==> config.mk <==
export PLATFORM = sky130hd
export DESIGN_NAME = stream_demux_rr
export DESIGN_NICKNAME = d
export VERILOG_FILES = /design/src/rtl/demux_pkg.sv /design/src/rtl/demux_slot.sv /design/src/rtl/stream_demux_rr.sv
export SDC_FILE = /design/constraint.sdc
export NUM_CORES = 1
export LEC_CHECK = 0
export ABC_AREA = 1
export CORE_MARGIN = 10
export CORE_UTILIZATION = 45
export CTS_BUF_LIST = sky130_fd_sc_hd__clkbuf_8
export DETAILED_ROUTE_END_ITERATION = 10
export PLACE_DENSITY = 0.76
export SLEW_MARGIN = 20
export SYNTH_ARGS = -nofsm -noshare
export SYNTH_HDL_FRONTEND = slang
export SYNTH_SLANG_ARGS = --single-unit
==> constraint.sdc <==
create_clock -name clk -period 2.81 [get_ports clk]
set_input_delay 0.7025 -clock clk [delete_from_list [all_inputs] [get_ports clk]]
set_output_delay 0.7025 -clock clk [all_outputs]
set_load 0.01 [all_outputs]
==> src/rtl/demux_pkg.sv <==
// Shared definitions for the stream demultiplexer: steering mode encodings
// and the round-robin pointer wrap helper.
package demux_pkg;

  localparam logic MODE_SEL = 1'b0;
  localparam logic MODE_RR  = 1'b1;

  // Next round-robin target; wraps n-1 back to 0 so N need not be a power of two.
  function automatic int unsigned ptr_next(input int unsigned ptr, input int unsigned n);
    return (ptr + 1 >= n) ? 0 : ptr + 1;
  endfunction

endpackage

==> src/rtl/demux_slot.sv <==
// One output channel slot: a data register plus valid flag. A load in the
// same cycle as a drain wins, which keeps the channel at full throughput.
module demux_slot #(
  parameter int WIDTH = 8
) (
  input  logic             clk,
  input  logic             rst,
  input  logic             load,
  input  logic             drain,
  input  logic [WIDTH-1:0] d,
  output logic [WIDTH-1:0] q,
  output logic             valid
);

  logic [WIDTH-1:0] data_q, data_d;
  logic             valid_q, valid_d;

  always_comb begin
    // NOTE: defaults first so every path assigns every variable; no latch is inferred.
    data_d  = data_q;
    valid_d = valid_q & ~drain;
    if (load) begin
      data_d  = d;
      valid_d = 1'b1;
    end
  end

  // NOTE: the data register is reset too, because its post-reset value of zero is
  // visible on out_data and consumers may rely on it.
  always_ff @(posedge clk or posedge rst) begin
    if (rst) begin
      // NOTE: non-blocking assignments for state, so every flop samples pre-edge values.
      data_q  <= '0;
      valid_q <= 1'b0;
    end else begin
      data_q  <= data_d;
      valid_q <= valid_d;
    end
  end

  assign q     = data_q;
  assign valid = valid_q;

endmodule

==> src/rtl/stream_demux_rr.sv <==
// 1-to-N stream demultiplexer with registered per-channel slots, steered by
// an explicit select or by a round-robin pointer.
module stream_demux_rr
  import demux_pkg::*;
#(
  parameter int WIDTH = 8,
  parameter int N     = 8,
  parameter int SEL_W = $clog2(N)
) (
  input  logic               clk,
  input  logic               rst,
  input  logic [WIDTH-1:0]   in_data,
  input  logic               in_valid,
  output logic               in_ready,
  input  logic [SEL_W-1:0]   sel,
  input  logic               mode,
  output logic [N*WIDTH-1:0] out_data,
  output logic [N-1:0]       out_valid,
  input  logic [N-1:0]       out_ready,
  output logic [SEL_W-1:0]   rr_ptr
);

  logic [SEL_W-1:0] rr_ptr_q, rr_ptr_d;
  logic [SEL_W-1:0] tgt;
  logic             tgt_ok;
  logic             accept;
  logic [N-1:0]     tgt_oh;
  logic [N-1:0]     load;
  logic [N-1:0]     drain;
  logic [N-1:0]     slot_valid;

  always_comb begin
    tgt    = (mode == MODE_RR) ? rr_ptr_q : sel;
    // Compare at 32 bits so an out-of-range select is caught even when N < 2**SEL_W.
    tgt_ok = (32'(tgt) < 32'(N));
    for (int k = 0; k < N; k++) begin
      tgt_oh[k] = tgt_ok && (32'(tgt) == 32'(k));
    end
    // The one-hot mux never indexes past N-1, so a bad select simply yields 0.
    in_ready = |(tgt_oh & (~slot_valid | out_ready));
    accept   = in_valid && in_ready;
    load     = {N{accept}} & tgt_oh;
    drain    = slot_valid & out_ready;
    rr_ptr_d = rr_ptr_q;
    if (accept && (mode == MODE_RR)) begin
      rr_ptr_d = SEL_W'(ptr_next(32'(rr_ptr_q), N));
    end
  end

  always_ff @(posedge clk or posedge rst) begin
    if (rst) begin
      rr_ptr_q <= '0;
    end else begin
      rr_ptr_q <= rr_ptr_d;
    end
  end

  for (genvar k = 0; k < N; k++) begin : g_slot
    demux_slot #(.WIDTH(WIDTH)) u_slot (
      .clk   (clk),
      .rst   (rst),
      .load  (load[k]),
      .drain (drain[k]),
      .d     (in_data),
      .q     (out_data[k*WIDTH +: WIDTH]),
      .valid (slot_valid[k])
    );
  end

  assign out_valid = slot_valid;
  assign rr_ptr    = rr_ptr_q;

endmodule

* Word level (Yosys, flattened, before mapping)
Index checks and enable logic that the tools add are counted.
** Cells by class
- Equal/unequal tests :: 7
- $add $sub $neg :: 1
- Bitwise logic cells :: 21
- Multiplexer cells :: 10
- Reductions and logical operators :: 4
- Order comparisons :: 1
** Operators by type and width (number)
- $and 8x8->8 :: 3
- $eq 3x3->1 const B :: 4
- $and 1x1->1 :: 8
- $mux 1 :: 8
- $not 1->1 :: 8
- $not 8->8 :: 1
- $or 8x8->8 :: 1
- $reduce_or 8->1 :: 1
- $eq 3x2->1 const B :: 2
- $mux 3 :: 2
- $add 3x1->4 const B :: 1
- $ge 4x4->1 const B :: 1
- $eq 3x1->1 const B :: 1
- $logic_not 3->1 :: 1
- $logic_and 1x1->1 :: 2
** Storage, ports and cells
- Output and inout port bits :: 76
- Bits in registers :: 75
- Bits of input ports :: 23
- Logic and storage cells :: 61

* Logic depth before layout (Yosys ltp)
Gate-level depths: netlist of run 1.
- Depth in word-level cells :: 7
- Gate-level depth with buffers :: 14
- Mapped depth without buffers :: 12

* Modules after synthesis
A second synthesis of run 1 with hierarchy kept.
** Second synthesis, totals
- Cells, all modules :: 417
- Area, all modules :: 3355.7 µm²
** Modules (own cells, without submodules)
- demux_slot :: instances 8, area an instance 345.3 µm², cells each 39, seq. area each 225.2 µm²
- stream_demux_rr :: instances 1, area an instance 593.1 µm², cells each 105, seq. area each 75.1 µm²

* Worst setup path before layout of run 1
OpenSTA, ideal clock, no wires.
- Path kind :: input-to-output
- From :: in mode
- To :: out in_ready
- Arrival time :: 1.685 ns
- Path slack :: 0.422 ns
- Cell stages on the path :: 11
- Path buffers :: 2
- Required time :: 2.108 ns
- Cell sequence :: buf_6 -> inv_4 -> nand2_1 -> nand2_1 -> nand2_4 -> nor2_8 -> nand2_2 -> nand2_1 -> nor2_1 -> nand2_4 -> buf_2
** Between the ends
- Longest elaborated chain between the ends :: 4
- Elaborated cells on any way between the ends :: 11
- Those cells by class :: eq/ne: 7; mux: 1; bitwise: 1; reduce/logical: 2
** Ends and longest elaborated chain
- start: declaration :: RTL line stream_demux_rr.sv:16 : input logic mode,
- $mux 3 (*) :: RTL line stream_demux_rr.sv:33 : tgt = (mode == MODE_RR) ? rr_ptr_q : sel;
- $eq 3x1->1 (tied with other cells) :: RTL line stream_demux_rr.sv:37 : tgt_oh[k] = tgt_ok && (32'(tgt) == 32'(k));
- $and 8x8->8 (*) :: RTL line stream_demux_rr.sv:40 : in_ready = |(tgt_oh & (~slot_valid | out_ready));
- $reduce_or 8->1 (*) :: RTL line stream_demux_rr.sv:40
- end: declaration :: RTL line stream_demux_rr.sv:14 : output logic in_ready,
Every way passes the cells marked *; elsewhere a longest branch is shown, timed or not.

* Worst setup path after layout of run 1
- From :: in sel[1]
- To :: out in_ready
** Between the ends
- Longest elaborated chain between the ends :: 4
- Elaborated cells on any way between the ends :: 11
- Those cells by class :: eq/ne: 7; mux: 1; bitwise: 1; reduce/logical: 2
** Ends and longest elaborated chain
- start: declaration :: RTL line stream_demux_rr.sv:15 : input logic [SEL_W-1:0] sel,
- $mux 3 (*) :: RTL line stream_demux_rr.sv:33
- $eq 3x1->1 (tied with other cells) :: RTL line stream_demux_rr.sv:37
- $and 8x8->8 (*) :: RTL line stream_demux_rr.sv:40
- $reduce_or 8->1 (*) :: RTL line stream_demux_rr.sv:40
Marks and branches as above.

==> run_results.csv, run 1 <==
group,metric,value,unit
worst_setup_path,path_cells,"clkdlybuf4s50_1 -> inv_1 -> nand2_2 -> nand2_2 -> nand2_8 -> nor2_8 -> nand2_2 -> nand2_1 -> nor2_2 -> nand2_4 -> buf_6",
worst_setup_path,end_kind,"primary output",
cells_and_area,final_common_cell,"nand2_1",
global_route,grt_pass1_vias,3143,
cts,cts.sinks,75,
cts,htreeDepth,3,
power_and_ir_drop,pwr-share-clk,0.183,
drt,drcViolationCount,0,
drt,drtIter0Drc,161,
place,dp_slack,-462,ps
timing,final.setup.tns,0,ps
synthesis,synth_top_area_share,0.527,
cells_and_area,fillers,647,
synthesis,synth-seq-area-share,0.527,
synthesis,synth_seq_cells,75,
die,ioPinCount,99,
power_and_ir_drop,pwr-share-seq,0.349,
power_and_ir_drop,p_total,5.30,mW
timing,relSlewSlack,0.633,
timing,slew_viol_final,0,
power_and_ir_drop,ir_drop,548,uV
min_path,hold_path.class,"reg -> reg",
cells_and_area,layout-drive-gt1-share,0.151,
timing,fin_skew,11.9,ps
timing,worst_slew_pin_slew,549,ps
place,place_hpwl,7160,microns
synthesis,synth_fp_nets,422,
cells_and_area,area_delta_synth_final,39.0,%
drt,finalWirelength,10400,microns
run_status,status,"finished clean",
die,dieArea,11900,sq um
cts,ctsLongestPathBuffers,2,
die,die_h,109,microns
die,fp.coreArea,7730,sq um
timing,hold_viol_final,0,
synthesis,ys_types,22,
drt,wl_per_cell,17.2,microns
power_and_ir_drop,switching_power,1.93,mW
cells_and_area,antenna_cells,0,
worst_setup_path,worstSetupPathType,"in -> out",
power_and_ir_drop,power_frac_comb,0.467,
drt,drtAntennaViolNets,0,
global_route,grt_pass1_wl,16500,microns
synthesis,yosys.area.top_type,"dfrtp_1",
drt,dr.pass1.iters,4,
timing,setup_viol,0,
synthesis,synthCells,398,
worst_setup_path,crit_arrival,2020,ps
cts,clkSlewWorstSetupHoldPaths,80,ps
worst_setup_path,critPathSlowestCell,"clkdlybuf4s50_1",
power_and_ir_drop,p_per_area,1070,nW/um^2
worst_setup_path,crit_family,"buffers and inverters",
worst_setup_path,startpoint_type,"input pin",
cts,cts_buffers,9,
timing,grt_setup_unrepaired,"no",
cts,clock-root-buffer,"clkbuf_8",
global_route,grt_max_degree,76,
worst_setup_path,crit_top_cell,"nand2_2",
worst_setup_path,path_buf_inv,3,
timing,finalWorstSetupSlack,83.9,ps
power_and_ir_drop,sw_frac_of_total,0.364,
global_route,antenna_found_initial,0,
synthesis,synthTopCellsByArea,"dfrtp_1, nand2_1, nand4_1",
cts,tritoncts,"yes",
cells_and_area,layout.nets,524,
global_route,grt_use_total,0.178,
die,rows,32,
global_route,overflow,0,
place,finalWeightedCongestion,0.748,
power_and_ir_drop,p_int,3.37,mW
cells_and_area,utilization,0.641,
power_and_ir_drop,p_leak,2.44,nW
timing,achievable-frequency,0.367,GHz
job,drv_cap,0,
synthesis,synth_area,3560,sq um
synthesis,yosys_warnings,0,
worst_setup_path,path_max_fanout,3,
synthesis,avgSynthCellArea,8.95,sq um
drt,num_vias,3157,
worst_setup_path,crit_required,2110,ps
place,port_buffers,98,
worst_setup_path,max_stage_delay,500,ps
cells_and_area,final_cell_mix,"nand2_1, clkdlybuf4s50_1, dfrtp_1",
timing,whs,473,ps
cts,clk_latency,340,ps
die,die_w,109,microns
timing,fin_crit,2730,ps
drt,via_per_inst,5.22,
die,initial_utilization,0.461,
timing,period_share,0.970,
cells by family after synthesis:
group	after synthesis	synth area share
AND/OR/NAND/NOR	269	0.384
adder cells (fa/ha/maj)	1	0.00351
AO/OA/AOI/OAI	2	0.00281
flip-flops	75	0.527
buffers and inverters	51	0.0825
sequential cells by signal, indices dropped and copies added (netlist names):
| name | count |
|---|---|
| g_slot.u_slot.q | 64 |
| g_slot.u_slot.valid | 8 |
| rr_ptr | 3 |
per-stage QoR:
| step | instances | cell area [sq um] |
|---|---|---|
| 2_1_floorplan | 398 | 3560 |
| 3_3_place_gp | 591 | 4670 |
| 3_5_place_dp | 591 | 4670 |
| 4_1_cts | 605 | 4920 |
| 5_1_grt | 605 | 4950 |
| 6_report | 605 | 4950 |
worst register-to-register path: stages, from the launching register on:
cell and delay (ps):
dfrtp_1 450, nand2_2 140, nand2_8 90, nor2_4 140, nand3_1 80, nand2_1 80
nor2_2 60, nand2_4 90, buf_6 440, buf_4 300, nand4_1 110, nand2_1 110
synth_stat cells:
cell      instances
nand3_4           7
buf_8             3
ha_1              1
clkbuf_1         11
nor2_2            6
nand4_1          72
inv_4             1
buf_2             4
nor2_1            4
nor2_8            1
nand2_4           4
a21oi_1           2
buf_4             8
dfrtp_1          75
buf_6             2
nand3_2           1
nand3_1           3
buf_1             5
inv_1            16
nand2_1         166
buf_12            1
nand2_2           5
final timing paths:
kind                                          to  depth (start not counted)                   from  slack [ps]
max in group asynchronous  g_slot[3].u_slot.q[6]                          3                    rst        1730
min reg2reg                g_slot[5].u_slot.q[6]                          2  g_slot[5].u_slot.q[6]         470
min in group asynchronous  g_slot[5].u_slot.q[5]                          3                    rst         760
max reg2reg                g_slot[3].u_slot.q[6]                         11              rr_ptr[0]         650
min                        g_slot[5].u_slot.q[6]                          2  g_slot[5].u_slot.q[6]         470
max                                     in_ready                         11                 sel[1]          80
power groups by stage:
stage	Sequential [mW]	Combinational, mW	Clock, mW
3_5_place_dp	1.87	2.46	0
3_3_place_gp	1.86	2.41	0
2_1_floorplan	2.06	1.03	0
5_1_grt	1.92	2.71	1.03
6_report	1.85	2.48	0.971
4_1_cts	1.86	2.49	0.985
per-layer routing:
metal,global-route usage,up-vias,part of all wire
li1,-,1531,-
met1,0.216,1486,0.40
met2,0.285,118,0.47
met3,0.0572,22,0.099
met4,0.0753,0,0.027
met5,0,-,0
repair_timing:
action	CTS	global route
pin swaps	4	6
setup endpoints to repair	27	71
gates resized for setup	12	8
hold buffers	0	0
setup buffers	0	0
final cells by class:
| class | instances | area, sq um | share of cell area |
|---|---|---|---|
| clock buffer | 9 | 124 | 0.0250 |
| clock inverter | 5 | 104 | 0.0210 |
| inverter | 17 | 66.3 | 0.0134 |
| multi-input combinational | 272 | 1440 | 0.291 |
| sequential | 75 | 1880 | 0.379 |
| tap | 102 | 128 | 0.0258 |
| timing repair buffer | 125 | 1210 | 0.245 |
No activity file was read; power rests on OpenSTA's default activity.
==> run 2, diff against run 1 <==
- HOLD_SLACK_MARGIN: default -> 0.08
- PLACE_DENSITY: 0.76 -> 0.85
- clock period: 2.81 -> 2.7 ns (I/O delays scaled with it)
==> run_results.csv, run 2 (synthesis results as in run 1) <==
group,metric,value,unit
cells_and_area,layout.nets,524,
cts,clkSlewWorstSetupHoldPaths,70,ps
cells_and_area,fillers,653,
cells_and_area,layout-drive-gt1-share,0.145,
run_status,status,"finished clean",
worst_setup_path,max_stage_delay,490,ps
worst_setup_path,path_cells,"clkdlybuf4s50_1 -> nand2_1 -> nand2_2 -> nor2_2 -> nand3_1 -> nand2_1 -> nor2_2 -> nand2_4 -> buf_2",
cells_and_area,final_cell_mix,"nand2_1, clkdlybuf4s50_1, dfrtp_1",
drt,drtIter0Drc,235,
cts,cts.sinks,75,
global_route,grt_pass1_wl,16600,microns
worst_setup_path,end_kind,"primary output",
worst_setup_path,crit_arrival,1930,ps
die,die_w,109,microns
place,postPlaceCellArea,4650,sq um
drt,finalWirelength,10500,microns
cells_and_area,largest_reg_flops,64,
cells_and_area,post-route-cell-area,4830,sq um
die,die_h,109,microns
timing,achievable-frequency,0.384,GHz
global_route,grt_pass1_vias,3242,
cells_and_area,area_delta_synth_final,35.7,%
place,dp_slack,-597,ps
min_path,min_from,"g_slot[0].u_slot.q[7]",
worst_setup_path,r2r-start,"rr_ptr[0]",
drt,num_vias,3215,
cells_and_area,antenna_cells,0,
worst_setup_path,path_max_fanout,6,
die,dieArea,11900,sq um
cells_and_area,final_common_cell,"nand2_1",
drt,wl_per_cell,17.4,microns
timing,final.setup.tns,0,ps
timing,fin_crit,2600,ps
cts,htreeDepth,3,
worst_setup_path,startpoint,"sel[1]",
die,initial_utilization,0.461,
power_and_ir_drop,ir_drop,548,uV
global_route,grt_use_total,0.179,
die,fp.coreArea,7730,sq um
cts,clock-root-buffer,"clkbuf_8",
drt,drcViolationCount,0,
timing,grt_setup_unrepaired,"no",
worst_setup_path,worstSetupPathType,"in -> out",
worst_setup_path,startpoint_type,"input pin",
min_path,hold_path.class,"reg -> reg",
cts,cts_buffers,9,
die,rows,32,
place,place_hpwl,7480,microns
cts,tritoncts,"yes",
drt,via_per_inst,5.30,
worst_setup_path,crit_required,2030,ps
worst_setup_path,path_buf_inv,2,
timing,relSlewSlack,0.623,
die,ioPinCount,99,
place,finalWeightedCongestion,0.796,
cts,clk_latency,340,ps
timing,setup_viol,0,
drt,drtAntennaViolNets,0,
worst_setup_path,critPathSlowestCell,"clkdlybuf4s50_1",
job,drv_cap,0,
place,port_buffers,98,
timing,slew_viol_final,0,
drt,dr.pass1.iters,5,
timing,fin_skew,9.56,ps
worst_setup_path,crit_family,"buffers and inverters",
cts,ctsLongestPathBuffers,2,
timing,worst_slew_pin_slew,564,ps
power_and_ir_drop,p_per_area,1080,nW/um^2
timing,whs,478,ps
power_and_ir_drop,p_leak,2.40,nW
global_route,grt_max_degree,65,
global_route,overflow,0,
timing,period_share,0.963,
timing,hold_viol_final,0,
timing,finalWorstSetupSlack,99.0,ps
global_route,antenna_found_initial,0,
## run 2: cell count changes in the layout (fill, tap and decap cells not counted), sizes merged
cell,previous run,this run
bufinv,3,0
inv,17,19
clkbuf,9,10
clkdlybuf4s15,0,1
clkinv,2,3
clkinvlp,0,1
dlymetal6s2s,1,0
## run 2: tightest hold or removal path, stage by stage, from the launching register on
cell and delay, ps:
dfrtp_1 350, nand2_1 50, nand2_1 50
## run 2: through the flow
stage,std cells,total power [mW],util
global placement,591,4.43,0.602
global route,607,5.61,0.626
detailed placement,591,4.51,0.602
finish,607,5.24,0.626
floorplan,398,3.22,-
CTS,607,5.27,0.625
## run 2: where the power goes
| group | total, mW | switching, mW | internal [mW] |
|---|---|---|---|
| Sequential | 1.94 | 0.321 | 1.62 |
| Clock | 0.762 | 0.411 | 0.351 |
| Combinational | 2.54 | 1.28 | 1.26 |
| Total | 5.24 | 2.01 | 3.23 |
## run 2: final cells by class
type	count	area [sq um]	share of cell area
Clock buffer	10	138	0.0285
Clock inverter	6	33.8	0.00699
Inverter	17	66.3	0.0137
Multi-Input combinational cell	272	1400	0.290
Sequential cell	75	1880	0.388
Tap cell	102	128	0.0264
Timing Repair Buffer	125	1190	0.246
## run 2: final timing paths
check                           slack [ps]                endpoint  depth (start not counted)
min in group asynchronous              800  g_slot[7].u_slot.valid                          3
worst max register to register         590   g_slot[0].u_slot.q[2]                         11
worst min register to register         480   g_slot[0].u_slot.q[7]                          2
worst min-delay path                   480   g_slot[0].u_slot.q[7]                          2
worst max-delay path                   100                in_ready                          9
max in group asynchronous             1520   g_slot[2].u_slot.q[2]                          3
## run 2: metal layers
metal	GRT usage	vias up	routed length (microns)
li1	-	1521	-
met3	0.0496	27	934
met5	0	-	0
met4	0.0772	0	344
met1	0.216	1521	4340
met2	0.292	146	4920
## run 2: repair_timing
action                                  CTS  global route
buffers inserted                          0             0
resized for setup                         9             2
pin swaps                                 2             2
endpoints found under the hold margin     0             0
endpoints found under the setup margin   76            46
hold buffers                              0             0
==> run 3, diff against run 2 <==
- CAP_MARGIN: default -> 30
- CORE_UTILIZATION: 45 -> 36
- PLACE_DENSITY: 0.85 -> 0.72
==> run_results.csv, run 3 (synthesis results as in run 1) <==
group,metric,value,unit
run_status,status,"finished clean",
die,die_h,119,microns
min_path,min_from,"g_slot[1].u_slot.q[3]",
global_route,overflow,0,
cts,htreeDepth,3,
cells_and_area,final_common_cell,"nand2_1",
global_route,grt_max_degree,68,
cells_and_area,layout.nets,527,
cells_and_area,utilization,0.519,
cts,tritoncts,"yes",
timing,slew_viol_final,0,
worst_setup_path,worstSetupPathType,"in -> out",
place,dp_slack,-519,ps
power_and_ir_drop,ir_drop,510,uV
timing,relSlewSlack,0.612,
worst_setup_path,crit_top_cell,"nand2_1",
worst_setup_path,crit_required,2030,ps
die,die_w,119,microns
job,drv_cap,0,
place,port_buffers,98,
cts,clock-root-buffer,"clkbuf_8",
cts,ctsLongestPathBuffers,2,
global_route,grt_pass1_vias,3231,
global_route,antenna_found_initial,0,
drt,drtAntennaViolNets,0,
cts,ctsHoldBuffers,0,
cells_and_area,layout-drive-gt1-share,0.165,
place,finalWeightedCongestion,0.852,
drt,num_vias,3219,
worst_setup_path,path_cells,"clkdlybuf4s50_1 -> inv_1 -> nand2_1 -> nand3_1 -> nand2_1 -> nor2_2 -> nand2_4 -> buf_6",
die,rows,36,
drt,wl_per_cell,16.9,microns
worst_setup_path,startpoint_type,"input pin",
die,fp.coreArea,9730,sq um
cells_and_area,largest_reg_flops,64,
worst_setup_path,r2r-start,"rr_ptr[0]",
power_and_ir_drop,p_per_area,1070,nW/um^2
timing,grt_setup_unrepaired,"no",
timing,achievable-frequency,0.410,GHz
cells_and_area,final_cell_mix,"nand2_1, clkdlybuf4s50_1, dfrtp_1",
drt,finalWirelength,10800,microns
cells_and_area,ff_latch_area,1880,sq um
timing,period_share,0.902,
drt,drcViolationCount,0,
timing,worst_slew_pin_slew,582,ps
drt,via_per_inst,5.02,
cts,clk_latency,350,ps
die,dieArea,14300,sq um
global_route,grt_use_total,0.150,
timing,finalWorstSetupSlack,264,ps
die,ioPinCount,99,
worst_setup_path,max_stage_delay,400,ps
timing,setup_viol,0,
die,initial_utilization,0.366,
cells_and_area,area_delta_synth_final,41.7,%
worst_setup_path,crit_arrival,1760,ps
worst_setup_path,end_kind,"primary output",
worst_setup_path,critPathSlowestCell,"clkdlybuf4s50_1",
global_route,grt_pass1_wl,17500,microns
drt,drtIter0Drc,190,
cts,cts_buffers,9,
cts,cts.sinks,75,
cells_and_area,multi_input_area,1460,sq um
timing,final.setup.tns,0,ps
worst_setup_path,path_max_fanout,2,
timing,fin_crit,2440,ps
timing,hold_viol_final,0,
power_and_ir_drop,p_leak,2.49,nW
drt,dr.pass1.iters,4,
cells_and_area,fillers,953,
cells_and_area,antenna_cells,0,
cts,clkSlewWorstSetupHoldPaths,70,ps
place,place_hpwl,7670,microns
min_path,hold_path.class,"reg -> reg",
worst_setup_path,startpoint,"out_ready[4]",
timing,fin_skew,20.2,ps
[run 3: critical path, delay by kind of cell]
kind | cells | cell delay [ps]
buf+inv | 3 | 570
simple gates | 5 | 510
[run 3: repair_timing]
item,CTS,global route
pin swaps,2,12
gates resized for setup,9,21
setup endpoints to repair,71,76
cloned,0,0
buffers inserted,0,2
[run 3: worst paths after layout]
kind / slack, ps / cells after the start / end
setup / recovery: 260 / 8 / in_ready
hold / removal: 470 / 2 / g_slot[1].u_slot.q[3]
setup reg to reg: 620 / 12 / g_slot[5].u_slot.q[3]
hold reg to reg: 470 / 2 / g_slot[1].u_slot.q[3]
max in group asynchronous: 1420 / 3 / g_slot[3].u_slot.q[2]
min in group asynchronous: 720 / 2 / g_slot[0].u_slot.q[3]
[run 3: stage by stage]
stage	total power [mW]	hold slack, ps	cell area (sq um)	std cells
floorplan	3.22	469	3560	398
global placement	4.48	456	4740	623
CTS	5.44	478	4950	639
detailed placement	4.54	458	4740	623
finish	5.43	473	5050	641
global route	5.81	502	5050	641
[run 3: final cells by class]
type                            count  share of cell area
Timing Repair Buffer              128               0.252
Multi-Input combinational cell    272               0.290
Inverter                           17              0.0136
Sequential cell                    75               0.372
Tap cell                          133              0.0330
Clock inverter                      6              0.0131
Clock buffer                       10              0.0273
[run 3: layer usage]
| layer | wire length, microns | GRT usage | vias to the layer above |
|---|---|---|---|
| met5 | 0 | 0 | - |
| met4 | 184 | 0.0460 | 0 |
| met3 | 628 | 0.0389 | 19 |
| met2 | 5210 | 0.247 | 112 |
| met1 | 4790 | 0.190 | 1554 |
| li1 | - | - | 1534 |
[run 3: where the power goes]
group	leakage (nW)	total [mW]	switching (mW)	internal [mW]
Clock	0.0999	0.877	0.425	0.452
Combinational	1.43	2.61	1.30	1.30
Sequential	0.956	1.94	0.319	1.62
Total	2.49	5.43	2.05	3.38
